===== config.mk =====
export PLATFORM = sky130hd
export DESIGN_NAME = vga_timing_generator
export DESIGN_NICKNAME = d
export VERILOG_FILES = /design/src/rtl/vga_timing_generator.sv
export SDC_FILE = /design/constraint.sdc
export NUM_CORES = 1
export LEC_CHECK = 0
export ABC_AREA = 1
export BUFFER_PORTS_ARGS = -buffer_cell sky130_fd_sc_hd__buf_2
export CORE_UTILIZATION = 35
export DETAILED_ROUTE_END_ITERATION = 6
export SYNTH_ARGS = -nofsm -noshare
export SYNTH_HDL_FRONTEND = slang
export SYNTH_SLANG_ARGS = --single-unit

===== constraint.sdc =====
create_clock -name clk25 -period 1.8 [get_ports clk25]
set_clock_uncertainty 0.05 [all_clocks]
set_input_delay 0.27 -clock clk25 [delete_from_list [all_inputs] [get_ports clk25]]
set_output_delay 0.27 -clock clk25 [all_outputs]
set_load 0.05 [all_outputs]

===== src/rtl/vga_timing_generator.sv =====
// Raster timing source: free-running pixel/line counters decoded into syncs, active flag and frame pulse.
// Optional macro VGA_TIMING_FRAME_COUNT_EN adds a 16-bit frameCount output.
module vga_timing_generator #(
  parameter int WIDTH   = 640,
  parameter int HEIGHT  = 480,
  parameter int H_FRONT = 16,
  parameter int H_SYNC  = 96,
  parameter int H_BACK  = 48,
  parameter int V_FRONT = 10,
  parameter int V_SYNC  = 2,
  parameter int V_BACK  = 33
) (
  input  logic       clk25,
  input  logic       reset,
  output logic       screenEnd,
  output logic       active,
  output logic       hSync,
  output logic       vSync,
  output logic [9:0] x,
  output logic [8:0] y
`ifdef VGA_TIMING_FRAME_COUNT_EN
  ,
  output logic [15:0] frameCount
`endif
);

  localparam int H_TOTAL = WIDTH + H_FRONT + H_SYNC + H_BACK;
  localparam int V_TOTAL = HEIGHT + V_FRONT + V_SYNC + V_BACK;

  localparam logic [9:0] H_VIS      = 10'(WIDTH);
  localparam logic [9:0] H_SYNC_BEG = 10'(WIDTH + H_FRONT);
  localparam logic [9:0] H_SYNC_END = 10'(WIDTH + H_FRONT + H_SYNC);
  localparam logic [9:0] H_LAST     = 10'(H_TOTAL - 1);
  localparam logic [9:0] V_VIS      = 10'(HEIGHT);
  localparam logic [9:0] V_SYNC_BEG = 10'(HEIGHT + V_FRONT);
  localparam logic [9:0] V_SYNC_END = 10'(HEIGHT + V_FRONT + V_SYNC);
  localparam logic [9:0] V_LAST     = 10'(V_TOTAL - 1);

  logic [9:0] h_count_q, h_count_d;
  logic [9:0] v_count_q, v_count_d;
  logic       h_wrap;

  always_comb begin
    h_wrap    = (h_count_q == H_LAST);
    h_count_d = h_wrap ? 10'd0 : h_count_q + 10'd1;
    v_count_d = v_count_q;
    if (h_wrap) begin
      v_count_d = (v_count_q == V_LAST) ? 10'd0 : v_count_q + 10'd1;
    end
  end

  always_ff @(posedge clk25 or negedge reset) begin
    if (!reset) begin
      h_count_q <= 10'd0;
      v_count_q <= 10'd0;
    end else begin
      h_count_q <= h_count_d;
      v_count_q <= v_count_d;
    end
  end

  // Decodes use only the registered counters; active is gated by reset so the
  // zeroed counters do not look like a visible pixel while held in reset.
  always_comb begin
    active    = (h_count_q < H_VIS) && (v_count_q < V_VIS) && reset;
    hSync     = !((h_count_q >= H_SYNC_BEG) && (h_count_q < H_SYNC_END));
    vSync     = !((v_count_q >= V_SYNC_BEG) && (v_count_q < V_SYNC_END));
    screenEnd = (h_count_q == 10'd0) && (v_count_q == V_VIS) && reset;
    x         = h_count_q;
    y         = v_count_q[8:0];
  end

`ifdef VGA_TIMING_FRAME_COUNT_EN
  logic [15:0] frame_count_q, frame_count_d;

  always_comb begin
    frame_count_d = screenEnd ? frame_count_q + 16'd1 : frame_count_q;
  end

  always_ff @(posedge clk25 or negedge reset) begin
    if (!reset) begin
      frame_count_q <= 16'd0;
    end else begin
      frame_count_q <= frame_count_d;
    end
  end

  assign frameCount = frame_count_q;
`endif

endmodule


; Word-level counts from Yosys, hierarchy flattened
; Index checks and enable logic that the tools add are counted.
[op_classes]
add_sub_neg = 2
n_lt_le_gt_ge = 6
eq_ne = 3
n_mux = 2
reduce_logical = 9
[op_table]
columns = cell, count
row1 = "adder 10 x 1 -> 10 bit, second input constant", 2
row2 = "== test 10 bit, second input constant", 2
row3 = "less-than comparator 10 bit, second input constant", 2
row4 = "less-than comparator 10 x 9 -> 1 bit, second input constant", 2
row5 = two-way mux 10 bit, 2
row6 = "== test 10 x 9 -> 1 bit, second input constant", 1
row7 = ">= comparator 10 bit, second input constant", 1
row8 = ">= comparator 10 x 9 -> 1 bit, second input constant", 1
row9 = logical NOT 10 bit, 1
row10 = logical AND 1 bit, 6
row11 = logical NOT 1 bit, 2
[word_totals]
register_bits = 20
in_bits = 2
output_inout_bits = 23
elab_cells = 24

; Longest topological paths before layout
[logic_depth]
depth_word = 3
mapped_depth = 9
mapped_depth_nobuf = 9

; Least setup slack after synthesis
; OpenSTA, ideal clock, no wires.
[synth_path]
path_type = reg-to-output
start = register h_count_q[0] (netlist: x[0])
end = output screenEnd
arrival_time_ps = 2130
required_time_ps = 1480
path_slack_ps = -650
stages_incl_launch_ff = 6
n_path_buf = 0
path_cell_list = dfrtp_1 inv_1 ha_1 nor3b_1 nand2_1 nor3_1
[synth_between]
elab_chain_len = 3
[synth_lines]
columns = item, line_no
row1 = start: declaration, 39  ; logic [9:0] h_count_q, h_count_d;
row2 = start signal: assignment, 57  ; h_count_q <= h_count_d;
row3 = logical NOT 10 bit, 68  ; screenEnd = (h_count_q == 10'd0) && (v_count_q == V_VIS) && reset;
row4 = logical AND 1 bit (2 in a row), 68
row5 = end: declaration, 15  ; output logic screenEnd,
; Every way passes these cells.

; Worst setup path after layout
[layout_path]
start = register v_count_q[1]
end = output screenEnd
[layout_between]
elab_chain_len = 3
[layout_lines]
columns = item, line_no
row1 = start: declaration, 40  ; logic [9:0] v_count_q, v_count_d;
row2 = start signal: assignment, 58  ; v_count_q <= v_count_d;
row3 = == test 10 x 9 -> 1 bit, 68
row4 = logical AND 1 bit (2 in a row), 68
; Every way passes these cells.

==> qor.txt <==
Final Cycle Share: 102.0%
Layout filler cell count: 378
Area leader, netlist: dfrtp_1
Number of synthesis warnings: 0
Syn Std Cell Area: 1324 µm²
Via count: 1192
Clk network pwr share: 42.8%
Worst vdd ir: 0.0004439 V
Leading post-synthesis cells by cell area: dfrtp_1, nand2_1, inv_1
Pwr Density: 496.3 nW/µm²
Predominant post-synthesis flop cell: dfrtp_1
Placed Instances: 251
First-pass GRT wire length: 5.430 mm
Final Setup Violations: 1
Routability cong.: 0.8788
CTS Sinks: 20
Mapped Nets: 183
Commonest cells in the netlist: nand2_1, inv_1, dfrtp_1
GRT Util Overall: 17.44%
Final setup margin: -0.03570 ns
Standard-cell rows: 21
Run status: finished with violations
# DRC: 0
Seq pwr share: 53.9%
Core area: 3468 µm²
CP startpoint kind: register
Comb power frac: 3.3%
Switching power: 0.0001786 W
Final Hold Vio Count: 0
Failing checks: setup timing
Layout area overhead: 26.75%
Slew @ Worst Pin: 0.3291 ns
Most frequent cell after synthesis: nand2_1
Layout Nets: 219
Min Clock Period, post-route: 1.836 ns
Fin cells: 258
Vias per cell: 4.620
Crit. End Element: primary output
Starting density of the core: 38.17%
DP HPWL: 2.435 mm
Crit path DAT: 1.52 ns
CTS Buffer Depth: 2
CP Max Fanout: 2
Post-route ant nets: 0
Crit path required time: 1.48 ns
Min-delay worst type: input pin to async pin
Post-synth EDFFs: 0
Synthesized-area fraction occupied by adder cells: 3.781%
Worst Hold Margin: 0.4704 ns
Worst skew pair latency: 0.26 ns
Kind of critical path: register to primary output
CTS tree: done
Final core utilization: 48.38%
Ant. Diodes: 0
I/O Pins: 25
Switching Fraction: 21.45%
RSZ-0062 raised after global routing: yes
Largest net degree at the start of global routing: 14
Routed wire length: 3.130 mm
Largest family of logic cells by synthesized area: simple AND/OR/NAND/NOR gates
H-tree depth: 1
WL/cell: 12.13 µm
Overflow after GRT: 0
Compound-Gate Fraction of Synth Area: 4.064%
Int Pwr: 0.0006541 W
Fmax: 544.8 MHz
Clk pin slew, worst setup/hold paths: 0.08 ns
Ys async rst share: 100.0%
Register area share after synthesis: 37.81%
Die width: 63.50 µm
Placed Area: 1562 µm²
P_leak: 0.8894 nW
1st-iter DRT viols: 42
Layout cell share with drive strength beyond 1: 35.85%
Synth Area in XOR/XNOR: 4.631%
Antenna violations before repair: 0
Design area: 1678 µm²
Vias in the first global route: 1208
Die H: 63.50 µm
Post-Synth Simple-Gate Area: 36.58%
Post-synth cell types: 24
Syn Inst Count: 177
Die Area: 4032 µm²
Mux contribution to synthesized area: 0%
Total CTS buffers: 3
Syn avg cell area: 7.479 µm²
# port buffers: 24
#FFs+latches synth: 20
DR pass1 iterations: 4
Root buffer cell: clkbuf_8
Slew headroom: 77.99%
Slew Viols, Final: 0
Area share of the largest cell type after synthesis: 37.81%
Max Cap Viol: 0
what timing repair did:
item | 4_1_cts | 5_1_grt
resized for setup | 9 | 3
endpoints found under the hold margin | 20 | 0
pin swaps | 3 | 1
setup endpoints to repair | 2 | 3
hold buffers | 2 | 0
buffers inserted | 1 | 0
worst max-delay path, cell delays in order, from the launching register on:
cell,delay [ns]
dfrtp_1,0.39
inv_2,0.09
ha_4,0.14
nand2_2,0.06
nor3b_2,0.16
nand2_1,0.11
nor3_4,0.13
buf_6,0.18
cell families (layout without fill, tap and decap cells):
group           after synthesis  after routing
simple gates                 99             99
xor+xnor                      7              7
buf+inv                      37             72
compound gates               10             10
flops                        20             20
fa+ha+maj                     4              4
stage by stage:
stage          setup TNS (ns)  worst slack (ns)  power (W)
5_1_grt               -0.1340           -0.1340  0.0008562
6_report             -0.03570          -0.03570  0.0008327
4_1_cts              -0.05051          -0.05051  0.0008407
2_1_floorplan        -0.04060          -0.04060  0.0004659
3_3_place_gp                0           0.07241  0.0004821
3_5_place_dp                0           0.04600  0.0004821
sequential cells by signal, summed over array words and instances (netlist names):
register	cells
v_count_q	10
x	10
layout by cell type, fill, tap and decap left out, types with 4 or more instances in the layout:
cell type,synthesis,layout
inv_2,3,5
nor2_2,10,11
nand4_1,6,6
dfrtp_1,20,16
xor2_1,7,7
clkbuf_8,0,4
inv_1,23,21
nand2_2,3,4
nand3_1,10,10
nand2_1,39,38
buf_2,1,21
dfrtp_2,0,4
o21ai_0,4,4
nor2_1,19,18
buf_4,9,17
power by group through the flow:
stage | Clock, W | Sequential [W] | Combinational (W)
3_3_place_gp | 0 | 0.000458 | 0.0000244
6_report | 0.000357 | 0.000449 | 0.0000273
2_1_floorplan | 0 | 0.000458 | 0.00000797
3_5_place_dp | 0 | 0.000458 | 0.0000244
4_1_cts | 0.000364 | 0.000449 | 0.0000278
5_1_grt | 0.000377 | 0.000449 | 0.0000304
routing by layer:
| layer | part of all wire (%) | vias up | global-route usage (%) |
|---|---|---|---|
| met4 | 1.3 | 0 | 4.830 |
| met5 | 0 | - | 0 |
| met2 | 50 | 30 | 30.72 |
| met3 | 4.2 | 4 | 4.348 |
| met1 | 44 | 544 | 20.74 |
| li1 | - | 614 | - |
final cells by class:
cell class / instances / area (µm²) / area share (%)
repair buffers: 41 / 264.0 / 15.73
clock buffers: 4 / 55.05 / 3.281
multi-input cells: 120 / 694.4 / 41.39
inverters: 27 / 101.3 / 6.040
well taps: 46 / 57.56 / 3.430
flip-flops and latches: 20 / 505.5 / 30.13
final timing paths:
kind	from	to	slack, ns	depth (start not counted)
max	v_count_q[1]$_DFFE_PN0N_	screenEnd	-0.04	7
min	reset	v_count_q[5]$_DFFE_PN0N_	0.47	3
max reg2reg	x[0]$_DFF_PN0_	v_count_q[4]$_DFFE_PN0N_	0.31	7
min reg2reg	v_count_q[8]$_DFFE_PN0N_	v_count_q[8]$_DFFE_PN0N_	0.47	1
max in group asynchronous	reset	x[3]$_DFF_PN0_	0.93	3
min in group clk25	v_count_q[8]$_DFFE_PN0N_	v_count_q[8]$_DFFE_PN0N_	0.47	1
No activity file was read; power rests on OpenSTA's default activity.
